File: config.mk
export PLATFORM = sky130hd
export DESIGN_NAME = mdu_sequencer
export DESIGN_NICKNAME = d
export VERILOG_FILES = /design/src/rtl/mdu_sequencer.sv
export SDC_FILE = /design/constraint.sdc
export NUM_CORES = 1
export LEC_CHECK = 0
export BUFFER_PORTS_ARGS = -buffer_cell sky130_fd_sc_hd__buf_2
export CAP_MARGIN = 20
export CORE_MARGIN = 3
export CORE_UTILIZATION = 30
export DETAILED_ROUTE_END_ITERATION = 10
export GPL_ROUTABILITY_DRIVEN = 0
export GPL_TIMING_DRIVEN = 0
export PLACE_DENSITY = 0.51
export SLEW_MARGIN = 15
export SYNTH_ARGS = -nofsm -noshare
export SYNTH_HDL_FRONTEND = slang
export SYNTH_SLANG_ARGS = --single-unit
File: constraint.sdc
create_clock -name clk -period 5.4 [get_ports clk]
set_input_delay 1.08 -clock clk [delete_from_list [all_inputs] [get_ports clk]]
set_output_delay 1.08 -clock clk [all_outputs]
set_load 0.02 [all_outputs]
File: src/rtl/mdu_sequencer.sv
// Multi-cycle unsigned multiply/divide unit producing HI/LO for the MIPS core.
// One shift-add or restoring-divide iteration per cycle on a single shared adder.
module mdu_sequencer #(
  parameter int unsigned WIDTH = 32
) (
  input  logic             clk,
  input  logic             rst_n,
  input  logic             start,
  input  logic             op,
  input  logic [WIDTH-1:0] rs_val,
  input  logic [WIDTH-1:0] rt_val,
  output logic             busy,
  output logic             done,
  output logic             div_by_zero,
  output logic [WIDTH-1:0] hi,
  output logic [WIDTH-1:0] lo
);

  localparam int unsigned CNT_W = 6;
  localparam int unsigned ACC_W = 2 * WIDTH;
  localparam int unsigned SUM_W = WIDTH + 2;

  typedef enum logic [1:0] {
    S_IDLE = 2'd0,
    S_MUL  = 2'd1,
    S_DIV  = 2'd2,
    S_DONE = 2'd3
  } state_t;

  state_t             state_q, state_d;
  logic [CNT_W-1:0]   cnt_q, cnt_d;
  logic [ACC_W-1:0]   acc_q, acc_d, acc_step;
  logic [WIDTH-1:0]   opnd_q, opnd_d;
  logic [WIDTH-1:0]   hi_d, lo_d;
  logic               dbz_d, busy_d, done_d, last;
  logic [WIDTH:0]     rem_sh, add_a, add_b;
  logic               add_cin;
  logic [SUM_W-1:0]   sum;

  // Shared adder: accumulate for MULTU, trial subtract (carry out = no borrow) for DIVU.
  always_comb begin
    rem_sh = {acc_q[ACC_W-1:WIDTH], acc_q[WIDTH-1]};
    if (state_q == S_DIV) begin
      add_a   = rem_sh;
      add_b   = ~{1'b0, opnd_q};
      add_cin = 1'b1;
    end else begin
      add_a   = {1'b0, acc_q[ACC_W-1:WIDTH]};
      add_b   = acc_q[0] ? {1'b0, opnd_q} : '0;
      add_cin = 1'b0;
    end
    sum = {1'b0, add_a} + {1'b0, add_b} + SUM_W'(add_cin);
    if (state_q == S_DIV) begin
      if (sum[WIDTH+1]) acc_step = {sum[WIDTH-1:0], acc_q[WIDTH-2:0], 1'b1};
      else              acc_step = {rem_sh[WIDTH-1:0], acc_q[WIDTH-2:0], 1'b0};
    end else begin
      acc_step = {sum[WIDTH:0], acc_q[WIDTH-1:1]};
    end
  end

  // Next-state and datapath control.
  always_comb begin
    state_d = state_q;
    cnt_d   = cnt_q;
    acc_d   = acc_q;
    opnd_d  = opnd_q;
    hi_d    = hi;
    lo_d    = lo;
    dbz_d   = div_by_zero;
    last    = (cnt_q == CNT_W'(WIDTH - 1));
    case (state_q)
      S_IDLE, S_DONE: begin
        if (start) begin
          opnd_d  = op ? rt_val : rs_val;
          acc_d   = {{WIDTH{1'b0}}, (op ? rs_val : rt_val)};
          cnt_d   = '0;
          dbz_d   = op && (rt_val == '0);
          state_d = op ? S_DIV : S_MUL;
        end else begin
          state_d = S_IDLE;
        end
      end
      S_MUL, S_DIV: begin
        acc_d = acc_step;
        cnt_d = cnt_q + CNT_W'(1);
        if (last) begin
          hi_d    = acc_step[ACC_W-1:WIDTH];
          lo_d    = acc_step[WIDTH-1:0];
          cnt_d   = '0;
          state_d = S_DONE;
        end
      end
      default: state_d = S_IDLE;
    endcase
    busy_d = (state_d == S_MUL) || (state_d == S_DIV);
    done_d = (state_d == S_DONE);
  end

  always_ff @(posedge clk or negedge rst_n) begin
    if (!rst_n) begin
      state_q     <= S_IDLE;
      cnt_q       <= '0;
      acc_q       <= '0;
      opnd_q      <= '0;
      hi          <= '0;
      lo          <= '0;
      div_by_zero <= 1'b0;
      busy        <= 1'b0;
      done        <= 1'b0;
    end else begin
      state_q     <= state_d;
      cnt_q       <= cnt_d;
      acc_q       <= acc_d;
      opnd_q      <= opnd_d;
      hi          <= hi_d;
      lo          <= lo_d;
      div_by_zero <= dbz_d;
      busy        <= busy_d;
      done        <= done_d;
    end
  end

endmodule

==> run_results.csv, run 1 <==
group,metric,value,unit
clocking,cts_sinks,171,
place,dp_hpwl,30.1,mm
hold_path,holdPathStages,2,
clocking,post_cts_buffers,0,
clocking,cts_inserted_buffers,17,
critical_path,regToRegSetupSlack,0.21,ns
floorplan,initial_core_util,30.9,%
sta,clock_skew,0.0163,ns
sta,setup_slack,0.211,ns
layout,final_cell_count_no_fill,1812,
critical_path,cp_num_cells,19,
synthesis,syn-num-nets,1293,
routing,firstDrtPassIters,7,
critical_path,cp_data_required_time,5.70,ns
clocking,hold_buffers,0,
critical_path,critPathKind,"reg -> reg",
status,status,"completed",
clocking,clockRootBuffer,"clkbuf_16",
floorplan,ios,135,
synthesis,muxShareOfSynthArea,13.5,%
sta,setup_viol,0,
layout,final_common_cell,"dfrtp_1",
power,power,7.67,mW
routing,first_iter_violations,776,
routing,ant_nets,0,
power,ir_drop,0.000211,V
sta,fmax,193,MHz
place,postPlaceCellArea,0.0121,mm²
synthesis,syn_area,0.0108,mm²
place,dp_cells,1778,
grt,antenna_found_initial,3,
power,power.density,601,mW/mm²
synthesis,yosys.area_share.simple,13.5,%
layout,drive_above_1_share,19.6,%
critical_path,arrival,5.49,ns
synthesis,synthFlopType,"dfrtp_1",
layout,fin_util,36.4,%
clocking,clk_pin_slew,0.08,ns
synthesis,synth-adder-area-share,4.34,%
power,p_leak,5.73,nW
hold_path,min_path_type,"reg -> reg",
synthesis,ys_ff_latch,171,
critical_path,cp.buffers_inverters,8,
layout,layout_common_cells,"dfrtp_1, nand2_1, o21ai_0",
floorplan,rows,68,
synthesis,synthXorXnorAreaFrac,2.10,%
sta,fin_crit,5.19,ns
run,maxCapViolations,0,
critical_path,crit_start,"state_q[0]$_DFF_PN0_",
critical_path,r2r_start,"state_q[0]$_DFF_PN0_",
clocking,clock_latency,0.45,ns
critical_path,rr_worst_depth,19,
routing,routedWlPerCell,22.0,µm
layout,nets,1447,
layout,area_growth,17.9,%
clocking,cts_tree,"built",
critical_path,cp_top_family,"buffers and inverters",
critical_path,r2r-end,"acc_q[62]$_DFFE_PN0P_",
sta,timing.final.crit_share,96.1,%
floorplan,die_area,0.0384,mm²
synthesis,async_flop_share,100,%
routing,drt_wl_total,39.9,mm
critical_path,crit_path_top_delay_cell,"clkbuf_1",
routing,num_vias,9976,
synthesis,synth.yosys.seq_area_share,39.5,%
grt,gr-usage-all-layers,20.6,%
sta,relSlewSlack,19.9,%
synthesis,synth.distinct_cells,61,
place,port_buffers,133,
routing,drc_errors,0,
critical_path,start_kind,"register",
floorplan,core-area,0.0351,mm²
critical_path,crit_path_end_kind,"register",
place,pre_cts_slack,-0.772,ns
synthesis,netlist_instances,1188,
grt,grt_pass1_vias,10100,
sta,maxSlewViolCount,0,
grt,grt_overflow_total,0,
synthesis,yosysWarnings,0,
synthesis,synth_area_per_cell,9.12,µm²
synthesis,synth_compound_area_share,23.1,%
sta,max_slew.worst_pin.slew,1.20,ns
grt,grt_max_degree,62,
critical_path,cp_max_fo,10,
layout,design_area,0.0128,mm²
routing,viasPerCell,5.51,
critical_path,slowest_delay,0.46,ns
clocking,cts_resized,5,
floorplan,die_w,196,µm
critical_path,crit_chain,"inv_1 > ha_1 > clkbuf_1 > clkbuf_4 > clkbuf_2 > clkbuf_1 > mux2_2 > ha_1 > buf_2 > and3_1 > buf_1 > and4_1 > a31oi_1 > and4b_4 > o21ai_2 > buf_4 > a21boi_0 > a211oi_1 > o31ai_1",
floorplan,fp.dieH,196,µm
sta,rsz0062_at_grt,"false",
clocking,clockBufferDepth,2,
sta,hold_viol,0,
grt,grt_pass1_wl,61.5,mm
synthesis,synth_top_family_by_area,"compound AO/OA/AOI/OAI gates",
clocking,htreeDepth,4,
critical_path,crit_end,"acc_q[62]$_DFFE_PN0P_",
synthesis,synth_edf_count,0,
metal layers:
layer  GRT usage, %  part of all wire (%)
met5              0                 0.060
met4           6.76                   2.8
met3           5.31                   6.7
met2           32.2                    45
met1           27.8                    45
worst min-delay path: cells and delay by family (launching register included):
family / cells / cell delay [ns]
AND/OR/NAND/NOR: 1 / 0.05
AO/OA/AOI/OAI: 1 / 0.06
flip-flops: 1 / 0.35
cell usage after synthesis, types with 4 or more instances:
cell type	count	area, µm²
and3_1	10	62.6
a21oi_1	53	265
mux2i_1	78	781
clkbuf_1	64	240
o21a_1	4	30.0
a31oi_1	16	100
nor4_1	13	81.3
mux2_2	61	687
nor3_1	16	80.1
a211oi_1	12	90.1
o211ai_1	10	75.1
buf_2	9	45.0
o22ai_1	5	31.3
and2_1	8	50.1
nand2b_1	5	31.3
buf_1	9	33.8
a21o_1	11	82.6
nand4_1	6	37.5
xnor2_1	14	123
inv_1	16	60.1
a22oi_1	19	143
or3_1	6	37.5
a22o_1	9	78.8
nand2_1	166	623
o31ai_1	28	210
o21ai_1	9	45.0
o21ai_0	161	806
ha_1	36	450
nor2b_1	4	25.0
xor2_1	12	105
and4_1	5	43.8
a221o_1	32	320
nand3_1	22	110
dfrtp_1	171	4280
nor2_1	49	184
worst min path at each step:
stage               slack [ns]                 start                    to
finish                    0.48    lo[28]$_DFFE_PN0P_    lo[28]$_DFFE_PN0P_
global route              0.50    lo[28]$_DFFE_PN0P_    lo[28]$_DFFE_PN0P_
CTS                       0.48  cnt_q[5]$_DFFE_PN0P_  cnt_q[5]$_DFFE_PN0P_
detailed placement        0.46  cnt_q[5]$_DFFE_PN0P_  cnt_q[5]$_DFFE_PN0P_
global placement          0.46     lo[2]$_DFFE_PN0P_     lo[2]$_DFFE_PN0P_
floorplan                 0.44  cnt_q[5]$_DFFE_PN0P_  cnt_q[5]$_DFFE_PN0P_
state kept, by name, indices dropped and copies added (netlist names):
| name | cells |
|---|---|
| done | 1 |
| acc_q | 64 |
| div_by_zero | 1 |
| state_q | 2 |
| hi | 32 |
| busy | 1 |
| lo | 32 |
| cnt_q | 6 |
| opnd_q | 32 |
kinds of logic after synthesis:
logic type	count (synthesis)
adder cells (fa/ha/maj)	37
buffers and inverters	103
AO/OA/AOI/OAI	392
XOR/XNOR	26
multiplexers	139
flip-flops	171
AND/OR/NAND/NOR	320
area by class of cell:
class                      count  area (µm²)
sequential                   171        4280
fill                        3724       22300
inverter                      16        60.1
buffer                        87         377
clock buffer                  17         425
tap                          455         569
timing repair buffer         135         731
antenna                        2        5.00
clock inverter                15         173
multi-input combinational    914        6150
report_power, final:
part	switching, mW	internal [mW]
logic	2.86	1.61
registers	0.294	1.63
clock network	0.654	0.626
stage by stage:
stage | TNS [ns] | hold WS [ns]
CTS | 0 | 0.484
global route | 0 | 0.498
floorplan | 0 | 0.440
global placement | -28.42 | 0.461
finish | 0 | 0.481
detailed placement | -30.26 | 0.464
(Power assumes the default switching activity.)
==> run 2: changes to the inputs <==
--- a/config.mk
+++ b/config.mk
@@ -5,6 +5,7 @@
 export SDC_FILE = /design/constraint.sdc
 export NUM_CORES = 1
 export LEC_CHECK = 0
+export ABC_AREA = 1
 export BUFFER_PORTS_ARGS = -buffer_cell sky130_fd_sc_hd__buf_2
 export CAP_MARGIN = 20
 export CORE_MARGIN = 3
==> run_results.csv, run 2 <==
group,metric,value,unit
grt,antenna_found_initial,1,
clocking,post_cts_buffers,0,
sta,setup_viol,0,
sta,fin_setup_tns,0,ns
synthesis,synth_top_area_share,37.8,%
critical_path,slowest_delay,0.59,ns
routing,drt_wl_total,41.0,mm
run,maxCapViolations,0,
grt,grt_overflow_total,0,
grt,grt_pass1_vias,11300,
floorplan,core-area,0.0369,mm²
critical_path,cp_max_fo,11,
power,ir_drop,0.000281,V
place,postPlaceCellArea,0.0127,mm²
power,power,6.73,mW
critical_path,start_kind,"register",
layout,nFillCells,4020,
grt,grt_pass1_wl,64.4,mm
critical_path,r2r_start,"state_q[1]$_DFF_PN0_",
critical_path,crit_start,"state_q[1]$_DFF_PN0_",
floorplan,die_area,0.0401,mm²
layout,final_cell_count_no_fill,2334,
synthesis,syn-num-nets,1769,
routing,drc_errors,0,
hold_path,hp-start,"hi[14]$_DFFE_PN0P_",
sta,maxSlewViolCount,0,
clocking,clk_pin_slew,0.07,ns
synthesis,ys_top_cells_by_area,"dfrtp_1, nand2_1, inv_1, o211ai_1, o21ai_0",
floorplan,rows,70,
power,power.density,507,mW/mm²
clocking,hold_buffers,0,
routing,routedWlPerCell,17.6,µm
synthesis,netlist_instances,1664,
sta,max_slew.worst_pin.slew,1.14,ns
floorplan,ios,135,
layout,final_common_cell,"nand2_1",
sta,fin_crit,4.79,ns
clocking,clockBufferDepth,2,
clocking,clock_latency,0.46,ns
layout,diodes,0,
sta,timing.final.crit_share,88.7,%
clocking,cts_inserted_buffers,17,
sta,rsz0062_at_grt,"false",
layout,fin_util,36.0,%
layout,drive_above_1_share,13.4,%
clocking,cts_sinks,171,
layout,nets,1923,
layout,regMostFlops,"acc_q",
place,port_buffers,134,
place,dp_hpwl,32.2,mm
critical_path,cp_data_required_time,5.79,ns
synthesis,synthMostInstantiatedCell,"nand2_1",
critical_path,rr_worst_depth,24,
hold_path,min_path_type,"reg -> reg",
synthesis,synth_common_cells,"nand2_1, dfrtp_1, inv_1, o21ai_0, nand3_1",
clocking,cts_tree,"built",
sta,fmax,209,MHz
synthesis,synth.yosys.seq_area_share,37.8,%
routing,num_vias,11400,
clocking,htreeDepth,4,
sta,relSlewSlack,24.2,%
synthesis,synth_edf_count,0,
critical_path,crit_path_top_delay_cell,"clkbuf_1",
critical_path,crit_chain,"ha_1 > inv_1 > clkbuf_1 > buf_1 > nand2_1 > nand2_1 > ha_1 > nand2_1 > nand2_1 > inv_1 > fa_1 > inv_1 > nand3_1 > nand3_1 > nand2_1 > nand3_1 > nand3_1 > nand2_1 > nand2_1 > nand3_1 > nand2_1 > nand2_1 > nand2_1 > nand2_1",
layout,multi_input_area,0.00605,mm²
layout,area_growth,17.2,%
synthesis,synthFlopType,"dfrtp_1",
grt,gr-usage-all-layers,20.4,%
synthesis,synth_top_area_cell,"dfrtp_1",
synthesis,ys_ff_latch,171,
layout,regArea,0.00428,mm²
routing,ant_nets,0,
critical_path,arrival,5.18,ns
layout,design_area,0.0133,mm²
critical_path,crit_path_end_kind,"register",
routing,firstDrtPassIters,5,
sta,clock_skew,0.0233,ns
layout,layout_common_cells,"nand2_1, dfrtp_1, inv_1",
floorplan,die_w,200,µm
synthesis,synth_area_per_cell,6.80,µm²
clocking,clockRootBuffer,"clkbuf_16",
status,status,"completed",
synthesis,yosysWarnings,0,
synthesis,syn_area,0.0113,mm²
power,p_leak,7.10,nW
critical_path,crit_top_cell,"nand2_1",
floorplan,fp.dieH,200,µm
sta,hold_viol,0,
grt,grt_max_degree,77,
place,dp_cells,2304,
synthesis,synth.distinct_cells,46,
hold_path,holdPathStages,2,
synthesis,async_flop_share,100,%
routing,first_iter_violations,863,
clocking,cts_resized,0,
critical_path,critPathKind,"reg -> reg",
layout,largest_register_ffs,64,
routing,viasPerCell,4.88,
floorplan,initial_core_util,30.7,%
## run 2: per-stage QoR
step           hold slack, ns  worst slack (ns)
3_3_place_gp            0.460             0.233
4_1_cts                 0.480             0.424
5_1_grt                 0.493             0.230
2_1_floorplan           0.471              1.93
6_report                0.473             0.609
3_5_place_dp            0.462             0.451
## run 2: kinds of logic (layout without fill, tap and decap cells)
kind of cell / Yosys count / in the layout / synth area share (%)
simple gates: 930 / 930 / 33.6
compound gates: 260 / 260 / 14.2
buf+inv: 247 / 413 / 8.71
flops: 171 / 171 / 37.8
fa+ha+maj: 37 / 37 / 4.16
xor+xnor: 19 / 19 / 1.47
## run 2: report_power, final
group	switching, mW	internal, mW	total [mW]	leakage, nW
Clock	0.596	0.692	1.29	0.290
Combinational	2.44	1.14	3.57	4.55
Sequential	0.254	1.61	1.86	2.26
## run 2: worst max-delay path: cells and delay by family (launching register included)
kind                     cells  cell delay (ns)
AND/OR/NAND/NOR             16             1.78
buffers and inverters        5             1.72
adder cells (fa/ha/maj)      3             0.81
flip-flops                   1             0.42
## run 2: final timing paths
check | end | slack, ns
worst max-delay path | hi[31]$_DFFE_PN0P_ | 0.61
worst min-delay path | hi[14]$_DFFE_PN0P_ | 0.47
worst max register to register | hi[31]$_DFFE_PN0P_ | 0.61
worst min register to register | hi[14]$_DFFE_PN0P_ | 0.47
max in group asynchronous | acc_q[21]$_DFFE_PN0P_ | 3.86
min in group asynchronous | acc_q[42]$_DFFE_PN0P_ | 0.52
## run 2: cell type report
type	count	share of cell area, %
multi-input combinational	1246	45.6
sequential	171	32.3
timing repair buffer	136	5.55
inverter	171	4.86
tap	504	4.75
clock buffer	17	3.21
buffer	75	2.55
clock inverter	14	1.21
## run 2: layer usage
metal	GRT usage, %	wire length, µm
met5	0	0
met4	5.18	852
met3	3.10	2000
met1	27.8	19200
met2	33.9	19000
